[src/rtl/divider_iter.sv]
// divider_iter: iterative unsigned restoring divider, one quotient bit per clock.
// Valid/ready handshake on both sides, one operation in flight at a time.
// Optional build macro DIVIDER_ITER_DBZ_FAST_EN: a zero divisor skips the
// iteration and presents the divide-by-zero result straight after the accept
// edge. The result values are identical either way.
module divider_iter #(
    parameter int BIT_SZ = 4
) (
    input  logic              clk,
    input  logic              rst_l,
    input  logic              in_valid,
    output logic              in_ready,
    input  logic [BIT_SZ-1:0] a,
    input  logic [BIT_SZ-1:0] b,
    output logic              out_valid,
    input  logic              out_ready,
    output logic [BIT_SZ-1:0] q,
    output logic [BIT_SZ-1:0] r,
    output logic              dbz
);

    localparam int CNT_W = $clog2(BIT_SZ);

    typedef enum logic [1:0] {
        IDLE = 2'd0,
        BUSY = 2'd1,
        DONE = 2'd2
    } state_t;

    state_t            state_reg, state_next;
    logic [BIT_SZ-1:0] div_reg, div_next;
    logic [BIT_SZ-1:0] work_reg, work_next;
    logic [BIT_SZ-1:0] rem_reg, rem_next;
    logic [CNT_W-1:0]  cnt_reg, cnt_next;
    logic [BIT_SZ-1:0] q_reg, q_next;
    logic [BIT_SZ-1:0] r_reg, r_next;
    logic              dbz_reg, dbz_next;

    // One restoring step: the shifted partial remainder is BIT_SZ+1 bits wide,
    // and whenever the trial subtraction is non-negative the difference is
    // below the divisor, so it always fits back into BIT_SZ bits.
    logic [BIT_SZ:0]   shifted;
    logic              q_bit;
    logic [BIT_SZ-1:0] rem_step;
    logic              accept;

    assign in_ready  = (state_reg == IDLE);
    assign out_valid = (state_reg == DONE);
    assign q         = q_reg;
    assign r         = r_reg;
    assign dbz       = dbz_reg;
    assign accept    = in_valid && in_ready;

    // Restoring step datapath: trial = shifted - divisor, keep it if >= 0.
    always_comb begin
        shifted  = {rem_reg, work_reg[BIT_SZ-1]};
        q_bit    = (shifted >= {1'b0, div_reg});
        rem_step = q_bit ? (shifted[BIT_SZ-1:0] - div_reg) : shifted[BIT_SZ-1:0];
    end

    // Next-state and next-datapath decode; defaults hold every register.
    always_comb begin
        state_next = state_reg;
        div_next   = div_reg;
        work_next  = work_reg;
        rem_next   = rem_reg;
        cnt_next   = cnt_reg;
        q_next     = q_reg;
        r_next     = r_reg;
        dbz_next   = dbz_reg;
        case (state_reg)
            IDLE: begin
                if (accept) begin
                    div_next   = b;
                    work_next  = a;
                    rem_next   = '0;
                    cnt_next   = CNT_W'(BIT_SZ - 1);
                    state_next = BUSY;
`ifdef DIVIDER_ITER_DBZ_FAST_EN
                    // Zero divisor: the iteration would only reproduce these.
                    if (b == '0) begin
                        q_next     = '1;
                        r_next     = a;
                        dbz_next   = 1'b1;
                        state_next = DONE;
                    end
`endif
                end
            end
            BUSY: begin
                work_next = {work_reg[BIT_SZ-2:0], q_bit};
                rem_next  = rem_step;
                cnt_next  = cnt_reg - 1'b1;
                if (cnt_reg == '0) begin
                    q_next     = {work_reg[BIT_SZ-2:0], q_bit};
                    r_next     = rem_step;
                    dbz_next   = (div_reg == '0);
                    state_next = DONE;
                end
            end
            DONE: begin
                if (out_ready) begin
                    state_next = IDLE;
                end
            end
            default: begin
                state_next = IDLE;
            end
        endcase
    end

    // State and datapath registers; asynchronous reset discards any operation.
    always_ff @(posedge clk or negedge rst_l) begin
        if (!rst_l) begin
            state_reg <= IDLE;
            div_reg   <= '0;
            work_reg  <= '0;
            rem_reg   <= '0;
            cnt_reg   <= '0;
            q_reg     <= '0;
            r_reg     <= '0;
            dbz_reg   <= 1'b0;
        end else begin
            state_reg <= state_next;
            div_reg   <= div_next;
            work_reg  <= work_next;
            rem_reg   <= rem_next;
            cnt_reg   <= cnt_next;
            q_reg     <= q_next;
            r_reg     <= r_next;
            dbz_reg   <= dbz_next;
        end
    end

endmodule

[config.mk]
export PLATFORM = sky130hd
export DESIGN_NAME = divider_iter
export DESIGN_NICKNAME = d
export VERILOG_FILES = /design/src/rtl/divider_iter.sv
export SDC_FILE = /design/constraint.sdc
export NUM_CORES = 1
export LEC_CHECK = 0
export BUFFER_PORTS_ARGS = -buffer_cell sky130_fd_sc_hd__buf_4
export CAP_MARGIN = 20
export CORE_ASPECT_RATIO = 0.7
export CORE_MARGIN = 3
export CORE_UTILIZATION = 50
export CTS_BUF_LIST = sky130_fd_sc_hd__clkbuf_8
export DETAILED_ROUTE_END_ITERATION = 8
export HOLD_SLACK_MARGIN = 0.05
export PLACE_DENSITY = 0.73
export SLEW_MARGIN = 20
export SYNTH_ARGS = -nofsm -noshare
export SYNTH_HDL_FRONTEND = slang
export SYNTH_SLANG_ARGS = --single-unit
export TNS_END_PERCENT = 20
[constraint.sdc]
create_clock -name clk -period 3.97 [get_ports clk]
set_input_delay 0.397 -clock clk [delete_from_list [all_inputs] [get_ports clk]]
set_output_delay 0.397 -clock clk [all_outputs]
set_load 0.005 [all_outputs]
==> results of run 1 <==
## through the flow
stage / utilization / std cells / hold WS (ns) / power, mW
floorplan: - / 133 / 0.101 / 1.07
global placement: 0.637 / 183 / 0.313 / 1.26
detailed placement: 0.637 / 183 / 0.318 / 1.30
CTS: 0.661 / 188 / 0.315 / 1.46
global route: 0.661 / 188 / 0.310 / 1.60
finish: 0.661 / 188 / 0.318 / 1.46
## critical path, delay by kind of cell, from the launching register on
| kind | cells | cell delay (ns) |
|---|---|---|
| AO/OA/AOI/OAI | 1 | 0.11 |
| flip-flops | 1 | 0.39 |
| XOR/XNOR | 1 | 0.17 |
| adder cells (fa/ha/maj) | 2 | 0.55 |
| AND/OR/NAND/NOR | 1 | 0.25 |
| buffers and inverters | 2 | 0.14 |
## timing repair
item / CTS / global route
hold buffers: 1 / 0
endpoints found under the hold margin: 25 / 0
setup buffers: 0 / 0
resized for setup: 0 / 0
## metal layers
metal	share of wire	up-vias
met1	0.45	494
met3	0.061	4
met5	0	-
li1	-	508
met4	0.013	0
met2	0.47	34
## Yosys cell counts (all sizes together) (3+ instances only)
master / count
o31ai: 6
nand2: 20
nand3: 7
nor3: 3
ha: 5
a31oi: 3
nor2: 8
nand2b: 3
inv: 10
buf: 4
o21ai: 13
mux2: 3
a21oi: 6
dfrtp: 25
## power groups by stage
stage	logic, mW	clock network (mW)	registers [mW]
floorplan	0.605	0	0.462
global placement	0.788	0	0.475
detailed placement	0.814	0	0.481
CTS	0.826	0.156	0.478
global route	0.936	0.166	0.496
finish	0.828	0.150	0.479
## cells by family (layout without fill, tap and decap cells)
group,Yosys count,after routing
compound gates,34,34
xor+xnor,1,1
simple gates,49,49
flops,25,25
mux,3,3
fa+ha+maj,6,6
buf+inv,15,38
## area by class of cell
cell class                 count  area [um2]  share of cell area
timing repair buffer          24         183               0.120
clock inverter                 1        5.00             0.00330
multi-input combinational     93         586               0.386
inverter                      10        37.5              0.0247
tap                           32        40.0              0.0264
clock buffer                   3        41.3              0.0272
sequential                    25         626               0.412
## how the worst max path moves through the flow
stage | to | slack [ns] | cells past startpoint
after floorplan | rem_reg[2]$_DFFE_PN0P_ | 2.44 | 7
after global placement | rem_reg[2]$_DFFE_PN0P_ | 2.36 | 7
after detailed placement | rem_reg[2]$_DFFE_PN0P_ | 2.28 | 7
after CTS | rem_reg[2]$_DFFE_PN0P_ | 2.27 | 7
after global routing | rem_reg[0]$_DFFE_PN0P_ | 2.13 | 5
final | rem_reg[2]$_DFFE_PN0P_ | 2.23 | 7
==> impl_metrics.json, run 1 <==
{
  "drt_iter0_drc": 100,
  "grt_pass1_vias": 1057,
  "synth.yosys.seq_area_share": 0.487,
  "timing.clock.skew_ns": 0.00634,
  "number_of_placed_i_o_pins": 23,
  "cp_slowest_stage_delay_ns": 0.39,
  "num_antenna_cells": 0,
  "synth_compound_area_frac": 0.165,
  "synth-xor-area-share": 0.00682,
  "grt_antenna_before_repair": 0,
  "grt.busiest_layer": "met2",
  "grt_util_met1": 0.291,
  "hold_end": "div_reg[0]$_DFFE_PN0P_",
  "clock_latency_ns": 0.27,
  "final_design_area_no_fill_mm2": 0.00152,
  "cap_violations": 0,
  "total_negative_setup_slacks_ns": 0,
  "grt_overflow": 0,
  "placed_instance_area_mm2": 0.00146,
  "clk_path_buf_depth": 2,
  "synth_enable_flop_cells": 0,
  "floorplan.core_area_mm2": 0.00229,
  "root_buffer_cell": "sky130_fd_sc_hd__clkbuf_8",
  "routed_via_density": 5.53,
  "crit-reg2reg-launch": "work_reg[3]$_DFFE_PN0P_",
  "power.clock.fraction": 0.103,
  "crit_fanout": 3,
  "finalSetupViolCount": 0,
  "achievable-frequency_mhz": 574,
  "grt_use_met3": 0.0486,
  "synthToLayoutAreaGrowth_pct": 18.2,
  "routed_wirelength_um": 2820,
  "final-max-slew-violation-count": 0,
  "holdCritStartpoint": "b[0]",
  "power.share.combinational": 0.568,
  "grt_setup_unrepaired": "false",
  "yosys_register_bits": 25,
  "swShare": 0.443,
  "numCtsBuffers": 3,
  "crit_path_cell_trace": "inv_1, ha_1, inv_1, fa_1, xor2_1, nor3_1, o31ai_1",
  "finalWeightedCongestion": 0.889,
  "worstSetupEndpointType": "register",
  "slew_headroom": 0.586,
  "outcome": "finished, final reports clean",
  "intPower_uw": 811,
  "yosys-mux-area-fraction": 0.0263,
  "worst_hold_path_type": "in2reg",
  "whs_path_depth": 3,
  "dieHeight_um": 48.4,
  "filler_cell_count": 195,
  "postSynth.asyncResetShare": 1.00,
  "cell_type_contributing_the_most_total_cell_area_after_synthesis": "sky130_fd_sc_hd__dfrtp_1",
  "startpoint": "work_reg[3]$_DFFE_PN0P_",
  "critical_path.slowest_cell": "sky130_fd_sc_hd__dfrtp_1",
  "setup_slack_ns": 2.23,
  "initial_core_util": 0.559,
  "worst_ep_arrival_time_ns": 1.88,
  "path_clk_slew_ns": 0.09,
  "synthTopCellsByArea": "sky130_fd_sc_hd__dfrtp_1 (49%), sky130_fd_sc_hd__nand2_1 (5.6%), sky130_fd_sc_hd__ha_1 (4.9%)",
  "port_buffers": 22,
  "rrSetupSlack_ns": 2.23,
  "synth_top_family_by_area": "simple AND/OR/NAND/NOR gates",
  "grt_start_max_net_pins": 26,
  "globalRouteMet2Util": 0.313,
  "netlist_area_mm2": 0.00128,
  "cell_repeated_most_along_the_worst_path": "sky130_fd_sc_hd__inv_1",
  "yosys.area_share.adder": 0.0643,
  "final_cell_mix": "sky130_fd_sc_hd__dfrtp_1 (25), sky130_fd_sc_hd__buf_4 (23), sky130_fd_sc_hd__nand2_1 (19)",
  "drc_errors": 0,
  "grt_pass1_wl_um": 5090,
  "total_leakage_power_nw": 0.725,
  "post-route-min-period_ns": 1.74,
  "grt_util_all_layers": 0.204,
  "final_common_cell": "sky130_fd_sc_hd__dfrtp_1",
  "synth.distinct_cells": 31,
  "synth_fp_nets": 151,
  "required_ns": 4.11,
  "worstMarginPinSlew_ns": 0.621,
  "yosys_warnings": 0,
  "drt-pass1-iter-count": 4,
  "place_hpwl_um": 2010,
  "drive_gt1_frac": 0.224,
  "path_class": "reg2reg",
  "die_width_um": 66.6,
  "pwr_density_cell_mw_per_mm2": 960,
  "dr_vias": 1040,
  "synth_flop_cell": "sky130_fd_sc_hd__dfrtp_1",
  "worstReg2RegEnd": "rem_reg[2]$_DFFE_PN0P_",
  "hold_viol": 0,
  "clkSinkCount": 25,
  "cts_tree": "built",
  "netlist.area_leader.share": 0.487,
  "post_synth_and_or_nand_nor_area_fraction": 0.194,
  "reg2reg_depth": 7,
  "final_min_period_over_clock_period": 0.439,
  "core.rowCount": 14,
  "drtAntennaViolNets": 0,
  "post_drt_wl_per_cell_um": 15.0,
  "nNetsFinal": 175,
  "switching_power_uw": 646,
  "vdd.ir_drop.worst_mv": 0.440,
  "placement.setup.worst_slack_ns": 2.28,
  "seq_power_share": 0.329,
  "postSynthAreaPerCell_um2": 9.65,
  "critical_path.startpoint_type": "register",
  "die_area_mm2": 0.00322,
  "htree_num_levels": 1,
  "syn-instance-count": 133
}
Note: power is estimated with default switching activity, not from simulation.
==> inputs of run 2 (changes only) <==
ABC_AREA = 1   (was not set)
PLACE_DENSITY = 0.72   (was 0.73)
clock period = 1.7 ns   (was 3.97 ns; I/O delays follow)
==> impl_metrics.json, run 2 <==
{
  "outcome": "finished, final reports clean",
  "cp_slowest_stage_delay_ns": 0.38,
  "post_synth_and_or_nand_nor_area_fraction": 0.279,
  "drtAntennaViolNets": 0,
  "cell_type_contributing_the_most_total_cell_area_after_synthesis": "sky130_fd_sc_hd__dfrtp_1",
  "htree_num_levels": 1,
  "setup_slack_ns": 0.102,
  "path_class": "reg2reg",
  "pwr_density_cell_mw_per_mm2": 2270,
  "drt_iter0_drc": 59,
  "numCtsBuffers": 3,
  "crit_fanout": 3,
  "required_ns": 1.86,
  "root_buffer_cell": "sky130_fd_sc_hd__clkbuf_8",
  "setup_repair_bufs_after_cts": 0,
  "die_width_um": 67.9,
  "core.rowCount": 15,
  "grt_setup_unrepaired": "false",
  "timing.clock.skew_ns": 0.00571,
  "syn-instance-count": 147,
  "finalWeightedCongestion": 0.836,
  "totalPowerFinal_mw": 3.63,
  "hold_viol": 0,
  "initial_core_util": 0.533,
  "worst_ep_arrival_time_ns": 1.76,
  "worstMarginPinSlew_ns": 0.438,
  "routed_via_density": 4.88,
  "floorplan.core_area_mm2": 0.00251,
  "synth-xor-area-share": 0.00654,
  "yosys-top-cells-count": "sky130_fd_sc_hd__nand2_1 (48), sky130_fd_sc_hd__dfrtp_1 (25), sky130_fd_sc_hd__inv_1 (16)",
  "grt_overflow": 0,
  "final_common_cell": "sky130_fd_sc_hd__nand2_1",
  "synth_fp_nets": 165,
  "placement.setup.worst_slack_ns": 0.120,
  "postSynth.asyncResetShare": 1.00,
  "slew_headroom": 0.707,
  "filler_cell_count": 221,
  "clkSinkCount": 25,
  "synthTopCellsByArea": "sky130_fd_sc_hd__dfrtp_1 (47%), sky130_fd_sc_hd__nand2_1 (13%), sky130_fd_sc_hd__ha_1 (4.7%)",
  "final-max-slew-violation-count": 0,
  "synth_top_family_by_area": "simple AND/OR/NAND/NOR gates",
  "grt_util_all_layers": 0.178,
  "vdd.ir_drop.worst_mv": 1.04,
  "crit_path_cell_trace": "inv_1, ha_1, inv_1, fa_1, xnor2_1, nand2_1, nand3_1, nand2_1",
  "grt_pass1_wl_um": 4510,
  "grt_pass1_vias": 981,
  "dieHeight_um": 49.3,
  "total_leakage_power_nw": 0.859,
  "total_negative_setup_slacks_ns": 0,
  "final_min_period_over_clock_period": 0.940,
  "die_area_mm2": 0.00335,
  "num_antenna_cells": 0,
  "post_drt_wl_per_cell_um": 12.5,
  "synth.distinct_cells": 25,
  "number_of_placed_i_o_pins": 23,
  "synth.most_common_cell": "sky130_fd_sc_hd__nand2_1",
  "critical_path.startpoint_type": "register",
  "routed_wirelength_um": 2580,
  "postSynthAreaPerCell_um2": 9.12,
  "clock_latency_ns": 0.27,
  "netlist_area_mm2": 0.00134,
  "grt_antenna_before_repair": 0,
  "synth.yosys.seq_area_share": 0.467,
  "synth_enable_flop_cells": 0,
  "cts_tree": "built",
  "drc_errors": 0,
  "synth_compound_area_frac": 0.108,
  "place_hpwl_um": 1920,
  "final_cell_mix": "sky130_fd_sc_hd__nand2_1 (48), sky130_fd_sc_hd__dfrtp_1 (25), sky130_fd_sc_hd__buf_4 (22)",
  "drive_gt1_frac": 0.295,
  "post-route-min-period_ns": 1.60,
  "synth_flop_cell": "sky130_fd_sc_hd__dfrtp_1",
  "drt-pass1-iter-count": 4,
  "critical-path-top-delay-family": "adder cells",
  "dp.cells": 202,
  "dr_vias": 1011,
  "yosys.area_share.adder": 0.0616,
  "worst_hold_slack_ns": 0.0695,
  "yosys_register_bits": 25,
  "grt_start_max_net_pins": 26,
  "port_buffers": 22,
  "final_cell_count_no_fill": 207,
  "netlist.area_leader.share": 0.467,
  "finalSetupViolCount": 0,
  "worstSetupEndpointType": "register",
  "yosys-mux-area-fraction": 0,
  "crit_path_buffers_inverters": 2,
  "critical_path.slowest_cell": "sky130_fd_sc_hd__fa_1",
  "worst_hold_path_type": "in2reg",
  "clk_path_buf_depth": 2,
  "nNetsFinal": 192,
  "cap_violations": 0,
  "achievable-frequency_mhz": 626,
  "synthToLayoutAreaGrowth_pct": 19.6,
  "yosys_warnings": 0,
  "path_clk_slew_ns": 0.09
}
[run 2: cell types whose count changed after synthesis, moves of 4 or more]
| cell | previous run | this run |
|---|---|---|
| sky130_fd_sc_hd__o31ai_1 | 6 | 1 |
| sky130_fd_sc_hd__nor2_1 | 8 | 2 |
| sky130_fd_sc_hd__inv_1 | 10 | 16 |
| sky130_fd_sc_hd__a21oi_1 | 6 | 0 |
| sky130_fd_sc_hd__nand2_4 | 0 | 5 |
| sky130_fd_sc_hd__o21ai_0 | 11 | 7 |
| sky130_fd_sc_hd__nand2_1 | 19 | 48 |
[run 2: area by class of cell]
class / instances / area (um2) / share of cell area
clock buffers: 3 / 41.3 / 0.0258
clock inverters: 1 / 5.00 / 0.00312
well taps: 34 / 42.5 / 0.0265
flip-flops and latches: 25 / 626 / 0.390
multi-input cells: 99 / 621 / 0.387
repair buffers: 23 / 175 / 0.109
inverters: 22 / 92.6 / 0.0578
[run 2: final timing paths]
path | startpoint | endpoint | slack, ns | depth (start not counted)
setup / recovery | work_reg[3]$_DFFE_PN0P_ | r[2]$_DFFE_PN0P_ | 0.10 | 8
hold / removal | out_ready | state_reg[1]$_DFFE_PN0P_ | 0.07 | 2
setup reg to reg | work_reg[3]$_DFFE_PN0P_ | r[2]$_DFFE_PN0P_ | 0.10 | 8
hold reg to reg | div_reg[3]$_DFFE_PN0P_ | dbz$_DFFE_PN0P_ | 0.48 | 1
max in group asynchronous | rst_l | q[3]$_DFFE_PN0P_ | 1.13 | 2
min in group asynchronous | rst_l | work_reg[1]$_DFFE_PN0P_ | 0.33 | 2
[run 2: where the power goes]
group	leakage, nW	internal (mW)	switching (mW)
Clock	0.0255	0.164	0.184
Sequential	0.311	0.886	0.173
Combinational	0.523	0.865	1.36
Total	0.859	1.92	1.72
[run 2: layer usage]
| metal | routed length [um] | vias up | track usage |
|---|---|---|---|
| li1 | - | 522 | - |
| met1 | 1200 | 458 | 0.254 |
| met2 | 1190 | 29 | 0.265 |
| met3 | 181 | 2 | 0.0599 |
| met4 | 8 | 0 | 0.0330 |
| met5 | 0 | - | 0 |
[run 2: timing repair]
item	CTS	global route
hold buffers	1	0
gates resized for setup	0	3
endpoints found under the setup margin	0	8
endpoints found under the hold margin	25	0
[run 2: through the flow]
| step | utilization | area, um2 |
|---|---|---|
| final | 0.637 | 1600 |
| after global routing | 0.637 | 1600 |
| after CTS | 0.633 | 1590 |
| after detailed placement | 0.611 | 1540 |
| after global placement | 0.611 | 1540 |
| after floorplan | - | 1340 |
[run 2: cell families (layout without fill, tap and decap cells)]
group,count (synthesis),in the layout
buf+inv,23,49
fa+ha+maj,6,6
xor+xnor,1,1
simple gates,73,73
compound gates,19,19
flops,25,25
==> inputs of run 3 (changes only) <==
ABC_AREA = not set   (was 1)
CORE_MARGIN = 4   (was 3)
PLACE_DENSITY = 0.73   (was 0.72)
==> impl_metrics.json, run 3 (same netlist as run 1, synthesis figures left out) <==
{
  "hold_viol": 0,
  "total_negative_setup_slacks_ns": 0,
  "critical_path.startpoint_type": "register",
  "finalWeightedCongestion": 0.908,
  "reg2reg_depth": 7,
  "clock_latency_ns": 0.27,
  "final_min_period_over_clock_period": 0.986,
  "post_drt_wl_per_cell_um": 15.3,
  "timing.clock.skew_ns": 0.00182,
  "whs_path_depth": 3,
  "synthToLayoutAreaGrowth_pct": 27.0,
  "grt_util_all_layers": 0.190,
  "final_cell_mix": "sky130_fd_sc_hd__buf_4 (32), sky130_fd_sc_hd__dfrtp_1 (24), sky130_fd_sc_hd__nand2_1 (19)",
  "initial_core_util": 0.522,
  "post-route-min-period_ns": 1.68,
  "root_buffer_cell": "sky130_fd_sc_hd__clkbuf_8",
  "dp.cells": 187,
  "dr_vias": 1070,
  "achievable-frequency_mhz": 596,
  "finalSetupViolCount": 0,
  "path_class": "reg2reg",
  "nNetsFinal": 184,
  "required_ns": 1.85,
  "htree_num_levels": 1,
  "worst_ep_arrival_time_ns": 1.83,
  "met3WireLength_um": 218,
  "cts_tree": "built",
  "grt_start_max_net_pins": 26,
  "crit_fanout": 3,
  "clk_path_buf_depth": 2,
  "drt_iter0_drc": 119,
  "die_width_um": 68.6,
  "port_buffers": 22,
  "final_cell_count_no_fill": 199,
  "numCtsBuffers": 3,
  "routed_wirelength_um": 3050,
  "num_antenna_cells": 0,
  "floorplan.core_area_mm2": 0.00246,
  "pwr_density_cell_mw_per_mm2": 2360,
  "grt_antenna_before_repair": 0,
  "cp_slowest_stage_delay_ns": 0.40,
  "drive_gt1_frac": 0.327,
  "worstMarginPinSlew_ns": 0.610,
  "crit_path_cell_trace": "inv_2, ha_2, inv_1, fa_2, xor2_1, nor3_2, o31ai_1",
  "grt_pass1_vias": 968,
  "grt_pass1_wl_um": 4710,
  "worstSetupEndpointType": "register",
  "critical_path.slowest_cell": "sky130_fd_sc_hd__dfrtp_1",
  "totalPowerFinal_mw": 3.85,
  "dieHeight_um": 50.4,
  "clkSinkCount": 25,
  "path_clk_slew_ns": 0.08,
  "drtAntennaViolNets": 0,
  "final_common_cell": "sky130_fd_sc_hd__buf_4",
  "drt-pass1-iter-count": 4,
  "die_area_mm2": 0.00346,
  "worst_hold_path_type": "in2reg",
  "grt_overflow": 0,
  "route.layer.met1.wl_um": 1360,
  "cap_violations": 0,
  "crit_path_buffers_inverters": 2,
  "layout.core_utilization": 0.663,
  "place_hpwl_um": 2110,
  "outcome": "finished, final reports clean",
  "drc_errors": 0,
  "routed_via_density": 5.38,
  "slew_headroom": 0.594,
  "core.rowCount": 15,
  "final-max-slew-violation-count": 0,
  "dr.max_layer_used": "met4",
  "number_of_placed_i_o_pins": 23,
  "routed-wl-met2_um": 1440,
  "filler_cell_count": 196,
  "vdd.ir_drop.worst_mv": 1.03,
  "total_leakage_power_nw": 0.768,
  "worst-path-stages": 7,
  "critical-path-top-delay-family": "adder cells"
}
## run 3: cell count changes in the layout (fill, tap and decap cells not counted), moves of 3 or more
cell | previous run | this run
sky130_fd_sc_hd__o21ai_0 | 7 | 11
sky130_fd_sc_hd__inv_1 | 15 | 9
sky130_fd_sc_hd__a31oi_1 | 0 | 3
sky130_fd_sc_hd__nand2_1 | 48 | 19
sky130_fd_sc_hd__a21oi_1 | 0 | 4
sky130_fd_sc_hd__buf_4 | 22 | 32
sky130_fd_sc_hd__nand2_2 | 4 | 1
sky130_fd_sc_hd__nand3_1 | 10 | 7
sky130_fd_sc_hd__mux2_2 | 0 | 3
sky130_fd_sc_hd__nor2_1 | 2 | 7
sky130_fd_sc_hd__o21ai_2 | 4 | 0
sky130_fd_sc_hd__nand2b_1 | 0 | 3
sky130_fd_sc_hd__o31ai_1 | 1 | 5
sky130_fd_sc_hd__nand2_4 | 5 | 0
## run 3: worst reg2reg max path, cell delays in order (launching register included)
cell                      delay, ns
sky130_fd_sc_hd__dfrtp_1       0.40
sky130_fd_sc_hd__inv_2         0.06
sky130_fd_sc_hd__ha_2          0.18
sky130_fd_sc_hd__inv_1         0.05
sky130_fd_sc_hd__fa_2          0.33
sky130_fd_sc_hd__xor2_1        0.18
sky130_fd_sc_hd__nor3_2        0.26
sky130_fd_sc_hd__o31ai_1       0.09
## run 3: worst paths after layout
| kind | slack (ns) | endpoint | start |
|---|---|---|---|
| min reg2reg | 0.49 | r[2]$_DFFE_PN0P_ | r[2]$_DFFE_PN0P_ |
| min in group asynchronous | 0.33 | q[1]$_DFFE_PN0P_ | rst_l |
| min | 0.09 | div_reg[0]$_DFFE_PN0P_ | b[0] |
| max reg2reg | 0.02 | r[2]$_DFFE_PN0P_ | work_reg[3]$_DFFE_PN0P_ |
| max in group asynchronous | 1.11 | rem_reg[0]$_DFFE_PN0P_ | rst_l |
| max | 0.02 | r[2]$_DFFE_PN0P_ | work_reg[3]$_DFFE_PN0P_ |
## run 3: repair_timing
action | in CTS | in global routing
hold buffers | 1 | 0
gates resized for setup | 0 | 13
setup buffers | 0 | 7
hold endpoints to repair | 25 | 0
setup endpoints to repair | 0 | 7
## run 3: final cells by class
class | count | area [um2] | share of cell area
clock buffer | 3 | 41.3 | 0.0253
clock inverter | 1 | 3.75 | 0.00230
inverter | 10 | 37.5 | 0.0230
multi-input combinational | 93 | 628 | 0.385
sequential | 25 | 627 | 0.384
tap | 34 | 42.5 | 0.0261
timing repair buffer | 33 | 250 | 0.153
## run 3: per-layer routing
metal | up-vias | global-route usage
met5 | - | 0
met1 | 506 | 0.267
met3 | 4 | 0.0671
met2 | 36 | 0.277
met4 | 0 | 0.0495
li1 | 524 | -
## run 3: where the power goes
group	internal, mW	switching (mW)	total (mW)
Clock	0.162	0.183	0.345
Sequential	0.904	0.214	1.12
Combinational	1.09	1.29	2.38
## run 3: metrics by stage
step           hold WS (ns)  cell area, um2  setup WS, ns
3_3_place_gp         0.0875            1480        0.0997
3_5_place_dp         0.0893            1480        0.0246
5_1_grt              0.0961            1630       -0.0493
4_1_cts              0.0820            1530       0.00454
2_1_floorplan        -0.126            1280         0.172
6_report             0.0884            1630        0.0234
